**src/rtl/req_gnt_requester.sv**
```systemverilog
// ---------------------------------------------------------------------------
// req_gnt_requester
//
// Upstream side of the req/gnt handshake. A round-robin arbiter picks one of
// NUM_CLIENTS level requests. It issues a single-cycle req_op toward the
// target and waits up to TIMEOUT cycles for gnt_ip. It then returns a
// one-hot done or err pulse to the selected client. Every transaction ends
// with a mandatory GAP cycle and an IDLE cycle, so req_op pulses are at
// least four cycles apart. gnt_ip seen outside WAIT is counted as spurious
// and never completes a transaction.
//
// state | meaning
// ------+---------------------------------------------------------------
// IDLE  | no transaction; pick next requesting client from rr_ptr upward
// REQ   | req_op high for this single cycle
// WAIT  | waiting for gnt_ip; wait_rem counts down toward abort
// GAP   | done/err (and late) pulse for sel_op; advance rr_ptr
//
// Ports
//   clk_ip       in   clock, rising edge
//   reset_n_ip   in   asynchronous active-low reset
//   cl_req_ip    in   per-client level request, held until done/err
//   gnt_ip       in   grant from target
//   req_op       out  one-cycle request pulse to target
//   sel_op       out  index of the client being served (REQ..GAP)
//   cl_done_op   out  one-hot pulse, request granted
//   cl_err_op    out  one-hot pulse, timed out without grant
//   late_op      out  pulse, grant came after the first WAIT cycle
//   busy_op      out  high in REQ, WAIT and GAP
//   spur_cnt_op  out  saturating count of gnt_ip seen outside WAIT
// ---------------------------------------------------------------------------
module req_gnt_requester #(
    parameter int NUM_CLIENTS = 4,
    parameter int TIMEOUT     = 8,
    localparam int IDX_W      = $clog2(NUM_CLIENTS)
) (
    input  logic                   clk_ip,
    input  logic                   reset_n_ip,
    input  logic [NUM_CLIENTS-1:0] cl_req_ip,
    input  logic                   gnt_ip,
    output logic                   req_op,
    output logic [IDX_W-1:0]       sel_op,
    output logic [NUM_CLIENTS-1:0] cl_done_op,
    output logic [NUM_CLIENTS-1:0] cl_err_op,
    output logic                   late_op,
    output logic                   busy_op,
    output logic [7:0]             spur_cnt_op
);

    localparam int CNT_W = $clog2(TIMEOUT + 1);

    typedef enum logic [1:0] {
        ST_IDLE = 2'd0,
        ST_REQ  = 2'd1,
        ST_WAIT = 2'd2,
        ST_GAP  = 2'd3
    } state_t;

    state_t                 state;
    logic [IDX_W-1:0]       rr_ptr;
    logic [CNT_W-1:0]       wait_rem;

    logic [NUM_CLIENTS-1:0] req_rot;
    logic [IDX_W-1:0]       pick_off;
    logic [IDX_W:0]         pick_sum;
    logic [IDX_W-1:0]       pick_idx;
    logic [NUM_CLIENTS-1:0] sel_onehot;
    logic [IDX_W-1:0]       rr_next;

    // Rotate requests so bit 0 is the client at rr_ptr; the lowest set bit
    // of the rotated vector is then the round-robin winner's offset.
    assign req_rot = NUM_CLIENTS'({cl_req_ip, cl_req_ip} >> rr_ptr);

    // Descending scan: the lowest set offset is written last and wins.
    always_comb begin
        pick_off = '0;
        for (int i = NUM_CLIENTS - 1; i >= 0; i--) begin
            if (req_rot[i]) begin
                pick_off = IDX_W'(i);
            end
        end
    end

    // Undo the rotation modulo NUM_CLIENTS (works for non power-of-two).
    always_comb begin
        pick_sum = {1'b0, rr_ptr} + {1'b0, pick_off};
        if (pick_sum >= (IDX_W + 1)'(NUM_CLIENTS)) begin
            pick_idx = IDX_W'(pick_sum - (IDX_W + 1)'(NUM_CLIENTS));
        end else begin
            pick_idx = pick_sum[IDX_W-1:0];
        end
    end

    assign sel_onehot = {{(NUM_CLIENTS - 1){1'b0}}, 1'b1} << sel_op;
    assign rr_next    = (sel_op == IDX_W'(NUM_CLIENTS - 1)) ? '0 : sel_op + 1'b1;

    always_ff @(posedge clk_ip or negedge reset_n_ip) begin
        if (!reset_n_ip) begin
            state       <= ST_IDLE;
            rr_ptr      <= '0;
            wait_rem    <= '0;
            req_op      <= 1'b0;
            sel_op      <= '0;
            cl_done_op  <= '0;
            cl_err_op   <= '0;
            late_op     <= 1'b0;
            busy_op     <= 1'b0;
            spur_cnt_op <= '0;
        end else begin
            req_op     <= 1'b0;
            cl_done_op <= '0;
            cl_err_op  <= '0;
            late_op    <= 1'b0;

            // Only a WAIT-cycle grant is legitimate; anything else is noise.
            if (gnt_ip && (state != ST_WAIT) && (spur_cnt_op != 8'hFF)) begin
                spur_cnt_op <= spur_cnt_op + 8'd1;
            end

            case (state)
                ST_IDLE: begin
                    if (|cl_req_ip) begin
                        sel_op  <= pick_idx;
                        req_op  <= 1'b1;
                        busy_op <= 1'b1;
                        state   <= ST_REQ;
                    end
                end
                ST_REQ: begin
                    wait_rem <= CNT_W'(TIMEOUT);
                    state    <= ST_WAIT;
                end
                ST_WAIT: begin
                    // A grant on the final WAIT cycle still wins over timeout.
                    if (gnt_ip) begin
                        cl_done_op <= sel_onehot;
                        late_op    <= (wait_rem != CNT_W'(TIMEOUT));
                        state      <= ST_GAP;
                    end else if (wait_rem == CNT_W'(1)) begin
                        cl_err_op <= sel_onehot;
                        state     <= ST_GAP;
                    end else begin
                        wait_rem <= wait_rem - 1'b1;
                    end
                end
                ST_GAP: begin
                    rr_ptr  <= rr_next;
                    busy_op <= 1'b0;
                    state   <= ST_IDLE;
                end
                default: begin
                    state <= ST_IDLE;
                end
            endcase
        end
    end

endmodule
```
**config.mk**
```make
export PLATFORM = sky130hd
export DESIGN_NAME = req_gnt_requester
export DESIGN_NICKNAME = d
export VERILOG_FILES = /design/src/rtl/req_gnt_requester.sv
export SDC_FILE = /design/constraint.sdc
export NUM_CORES = 1
export LEC_CHECK = 0
export ABC_AREA = 1
export CELL_PAD_IN_SITES_DETAIL_PLACEMENT = 1
export CELL_PAD_IN_SITES_GLOBAL_PLACEMENT = 1
export CORE_MARGIN = 1.5
export CORE_UTILIZATION = 33
export CTS_CLUSTER_SIZE = 14
export DETAILED_ROUTE_END_ITERATION = 8
export GPL_TIMING_DRIVEN = 0
export PLACE_DENSITY_LB_ADDON = 0.1
export SLEW_MARGIN = 0
export SYNTH_ARGS = -nofsm -noshare
export SYNTH_HDL_FRONTEND = slang
export SYNTH_SLANG_ARGS = --single-unit
```
**constraint.sdc**
```tcl
create_clock -name clk_ip -period 2.6 [get_ports clk_ip]
set_clock_uncertainty 0.1 [all_clocks]
set_input_delay 0.39 -clock clk_ip [delete_from_list [all_inputs] [get_ports clk_ip]]
set_output_delay 0.39 -clock clk_ip [all_outputs]
set_load 0.005 [all_outputs]
```
---- Yosys cells after proc, flatten, opt, wreduce, memory -nomap -nowiden ----
Index checks and enable logic that the tools add are counted.
operators by class
  add/sub/neg operators ................... 5
  magnitude comparators ................... 1
  shift-type cells ........................ 2
  reductions and logical operators ........ 10
  multiplexer cells ....................... 24
  equality and inequality tests ........... 12
operator list
  operator               number
  $mux W4                7
  $mux W2                9
  $add A8 B1 Y8 const B  1
  $ne A2 B2 Y1 const B   4
  $ne A8 B8 Y1 const B   1
  $pmux W2 S4            1
  $pmux W4 S2            1
  $shr A8 B2 Y4          1
  $eq A2 B2 Y1 const B   3
  $reduce_and A2 Y1      3
  $mux W1                5
  $eq A4 B1 Y1 const B   1
  $ne A4 B4 Y1 const B   1
  $reduce_bool A2 Y1     2
  $reduce_or A4 Y1       1
  $shl A1 B2 Y4 const A  1
  $sub A4 B1 Y4 const B  1
  $add A2 B2 Y3          1
  $ge A3 B3 Y1 const B   1
  $ne A3 B3 Y1 const B   1
  $reduce_and A3 Y1      1
  $add A2 B1 Y2 const B  1
  $eq A2 B1 Y1 const B   1
  $logic_and A1 B1 Y1    2
  3 further kinds        3
word-level totals
  logic and storage cells ................. 64
  input port bits ......................... 7
  register bits ........................... 29

---- Depth between registers and ports, before layout ----
  depth after elaboration ................. 8
  gate-level depth with buffers ........... 12

---- Least setup slack after synthesis ----
Ideal clock, no wire load.
  path type ............................... register -> register
  start point ............................. reg rr_ptr[0]
  end point ............................... reg sel_op[1]
  arrival time ............................ 1.390 ns
  path buffers ............................ 0
  library setup time ...................... 0.065 ns
  cell stages (with the launch flop) ...... 13
  slack ................................... 1.045 ns
  required time ........................... 2.435 ns
  period minus slack after synthesis ...... 1.555 ns
  path through ............................ dfrtp_1 -> inv_2 -> nand2_1 -> nand3_1 -> nand2_1 -> nand3_1 -> a21boi_1 -> ha_1 -> xnor2_1 -> inv_1 -> nand3_1 -> nand3_1 -> nand2_1
on the way
  cells in the longest elaborated chain, start to end .. 8
  elaborated cells between the ends (all ways) .. 9
RTL lines
  what                                           RTL line  RTL
  start, declared                                60        logic [IDX_W-1:0] rr_ptr;
  start signal, assigned                         147       rr_ptr <= rr_next;
  $shr A8 B2 Y4                                  72        assign req_rot = NUM_CLIENTS'({cl_req_ip, cl_req_ip} >> rr_ptr);
  $mux W2 (4 in a row)                           78        if (req_rot[i]) begin
  $add A2 B2 Y3 *                                86        pick_sum = {1'b0, rr_ptr} + {1'b0, pick_off};
  $ge A3 B3 Y1 or $sub A2 B1 Y2 (tied branches)  87, 88
  $mux W2 *                                      87        if (pick_sum >= (IDX_W + 1)'(NUM_CLIENTS)) begin
  end signal, assigned                           123       sel_op <= pick_idx;
  end, declared                                  42        output logic [IDX_W-1:0] sel_op,
Every way passes the cells marked *; elsewhere a longest branch is shown, timed or not.
A chain may end at the register's enable or synchronous reset.

---- Worst setup path in the final report ----
  start point ............................. in cl_req_ip[3]
  end point ............................... reg sel_op[1]
on the way
  cells in the longest elaborated chain, start to end .. 8
  elaborated cells between the ends (all ways) .. 11
RTL lines
  what                                           RTL line  RTL
  start, declared                                39        input logic [NUM_CLIENTS-1:0] cl_req_ip,
  $shr A8 B2 Y4                                  72
  $mux W2 (4 in a row)                           78
  $add A2 B2 Y3                                  86
  $ge A3 B3 Y1 or $sub A2 B1 Y2 (tied branches)  87, 88
  $mux W2                                        87
Several ways; a longest one is shown, not always the timed one.

==> flow_summary.yaml <==
outcome:
  outcome: "finished, final reports clean"
yosys:
  avgSynthCellArea_um2: 8.837
  ys.flop_type: "dfrtp_1"
  seq_area_frac_synth: 0.4666
  synth-edff-count: 0
  synth_area_um2: 1555
  synth_area_leaders: "dfrtp_1, ha_1, nand2_1"
  synth_seq_cells: 29
  synth_fp_nets: 196
  ys_types: 26
  synth.top_cell.area_share: 0.4666
  yosys-top-cells-count: "nand2_1, dfrtp_1, inv_1, nand3_1, ha_1"
  yosys_warnings: 0
  yosysTopAreaCell: "dfrtp_1"
  yosysMostFrequentCell: "nand2_1"
  synthArstFlopShare: 1.000
  synth_cells: 176
critical_path:
  path_cells: "clkdlybuf4s50_1 -> nand2_1 -> nand3_1 -> nand2_1 -> a21boi_1 -> ha_1 -> xnor2_1 -> inv_1 -> nand3_1 -> nand3_1 -> nand2_1"
  slowest_delay_ns: 0.51
  path_class: "in2reg"
  cp-end-kind: "flop"
  cp_max_fo: 3
  cp-start-kind: "input port"
  crit_required_ns: 2.72
  crit_path_top_delay_cell: "clkdlybuf4s50_1"
  worstPathArrival_ns: 1.96
floorplan:
  row_count: 24
  initial_core_util: 0.3499
  die_area_um2: 5134
  core_um2: 4444
  die_h_um: 71.65
  ioPinCount: 28
  die_x_um: 71.65
global_routing:
  grtUsageTotal: 0.1474
  gr-total-overflow: 0
  antenna_found_initial: 0
  grt_pass1_wl_um: 5940
  grt_max_degree: 30
  first_global_vias: 1315
route:
  wl_per_cell_um: 12.33
  detail-route-antenna-nets: 0
  remaining_drc_errors: 0
  vias_per_cell: 4.669
  first_pass_iters: 5
  vias: 1228
  wl_um: 3244
  drt_iter0_drc: 74
job:
  drv_cap: 0
final_layout:
  num_antenna_cells: 0
  nets: 230
  fin_area_um2: 1987
  fin_util: 0.4471
  drive_above_1_share: 0.1327
  stdcell_count: 263
  area_growth_pct: 27.76
placement:
  post-place-ws_ns: 0.4357
  hpwl_um: 2606
  post_dp_cell_area_um2: 1891
  dpl.cell_count: 255
  place.gp.congestion: 0.8282
  portBuffers: 27
clock_network:
  tritoncts: "built"
  numCtsBuffers: 5
  cts_root_buf: "clkbuf_8"
  clk_pin_slew_worst_paths_ns: 0.06
  cts-htree-levels: 2
  cts-resized-gates: 0
  clock_latency_ns: 0.28
  cts_sinks: 29
  cts_setup_buffers: 0
  cts_buffer_depth: 2
  ctsHoldBuffers: 0
timing:
  hold_violations: 0
  tns_ns: 0
  finalMaxSlewViolations: 0
  max_slew_margin: 0.5700
  whs_ns: 0.03092
  setup_viol: 0
  min_period_ns: 1.835
  setup_slack_ns: 0.7648
  max_freq_ghz: 0.5449
  fin_crit_sh: 0.7058
  worstMarginPinSlew_ns: 0.6450
  rsz0062_at_grt: "false"
power_and_ir_drop:
  p_per_area_nw_per_um2: 1066
  power.leakage_nw: 0.9720
  total_power_mw: 2.118
  irDropWorstVdd_v: 0.0003925
hold_path:
  hp-class: "in2async"
==> registers in the layout, indices dropped and copies added, names as in the netlist <==
name and cells:
sel_op 2, late_op 1, req_op 1, wait_rem 4
cl_done_op 4, busy_op 1, spur_cnt_op 8, cl_err_op 4
state 2, rr_ptr 2
==> layer usage <==
layer / vias up / part of all wire / track usage
li1: 625 / - / -
met1: 568 / 0.48 / 0.1846
met2: 28 / 0.46 / 0.2407
met3: 7 / 0.044 / 0.04641
met4: 0 / 0.016 / 0.05031
met5: - / 0 / 0
==> worst max-delay path, delay by kind of cell <==
family / cells / cell delay [ns]
AND/OR/NAND/NOR: 6 / 0.50
AO/OA/AOI/OAI: 1 / 0.13
adder cells (fa/ha/maj): 1 / 0.18
buffers and inverters: 2 / 0.58
XOR/XNOR: 1 / 0.17
==> path summary, 6_finish.rpt <==
path	startpoint	end	slack [ns]	depth (start not counted)
max reg2reg	rr_ptr[0]	sel_op[1]	0.81	12
min	reset_n_ip	late_op	0.03	1
min reg2reg	busy_op	busy_op	0.39	2
min in group clk_ip	busy_op	busy_op	0.39	2
max in group asynchronous	reset_n_ip	spur_cnt_op[4]	1.95	1
max	cl_req_ip[3]	sel_op[1]	0.76	11
==> cells by family after synthesis <==
logic type,after synthesis,synth area share
AND/OR/NAND/NOR,81,0.2470
flip-flops,29,0.4666
buffers and inverters,28,0.06919
AO/OA/AOI/OAI,16,0.06195
adder cells (fa/ha/maj),13,0.1046
XOR/XNOR,9,0.05069
==> final cells by class <==
cell class	count	area, um^2
multi-input cells	119	721.9
clock inverters	1	5.005
well taps	52	65.06
repair buffers	27	265.3
flip-flops and latches	29	725.7
fillers	523	2457
clock buffers	7	96.34
inverters	28	107.6
==> where the power goes <==
group | switching (mW) | internal (mW)
logic | 0.535 | 0.440
clock network | 0.167 | 0.239
registers | 0.142 | 0.596
==> layout by cell type (no fill, tap or decap), drive strengths merged <==
master	Yosys	routed
a31o	1	1
nand2	40	40
nand3	20	20
a21oi	2	2
clkinv	2	3
dfrtp	29	29
buf	0	1
inv	26	26
clkbuf	0	7
a21boi	1	1
o22ai	2	2
nor2	13	13
clkdlybuf4s50	0	26
ha	13	13
o21ai	10	10
xor2	3	3
nor3	7	7
nand4	1	1
xnor2	6	6
(Power assumes the default switching activity.)
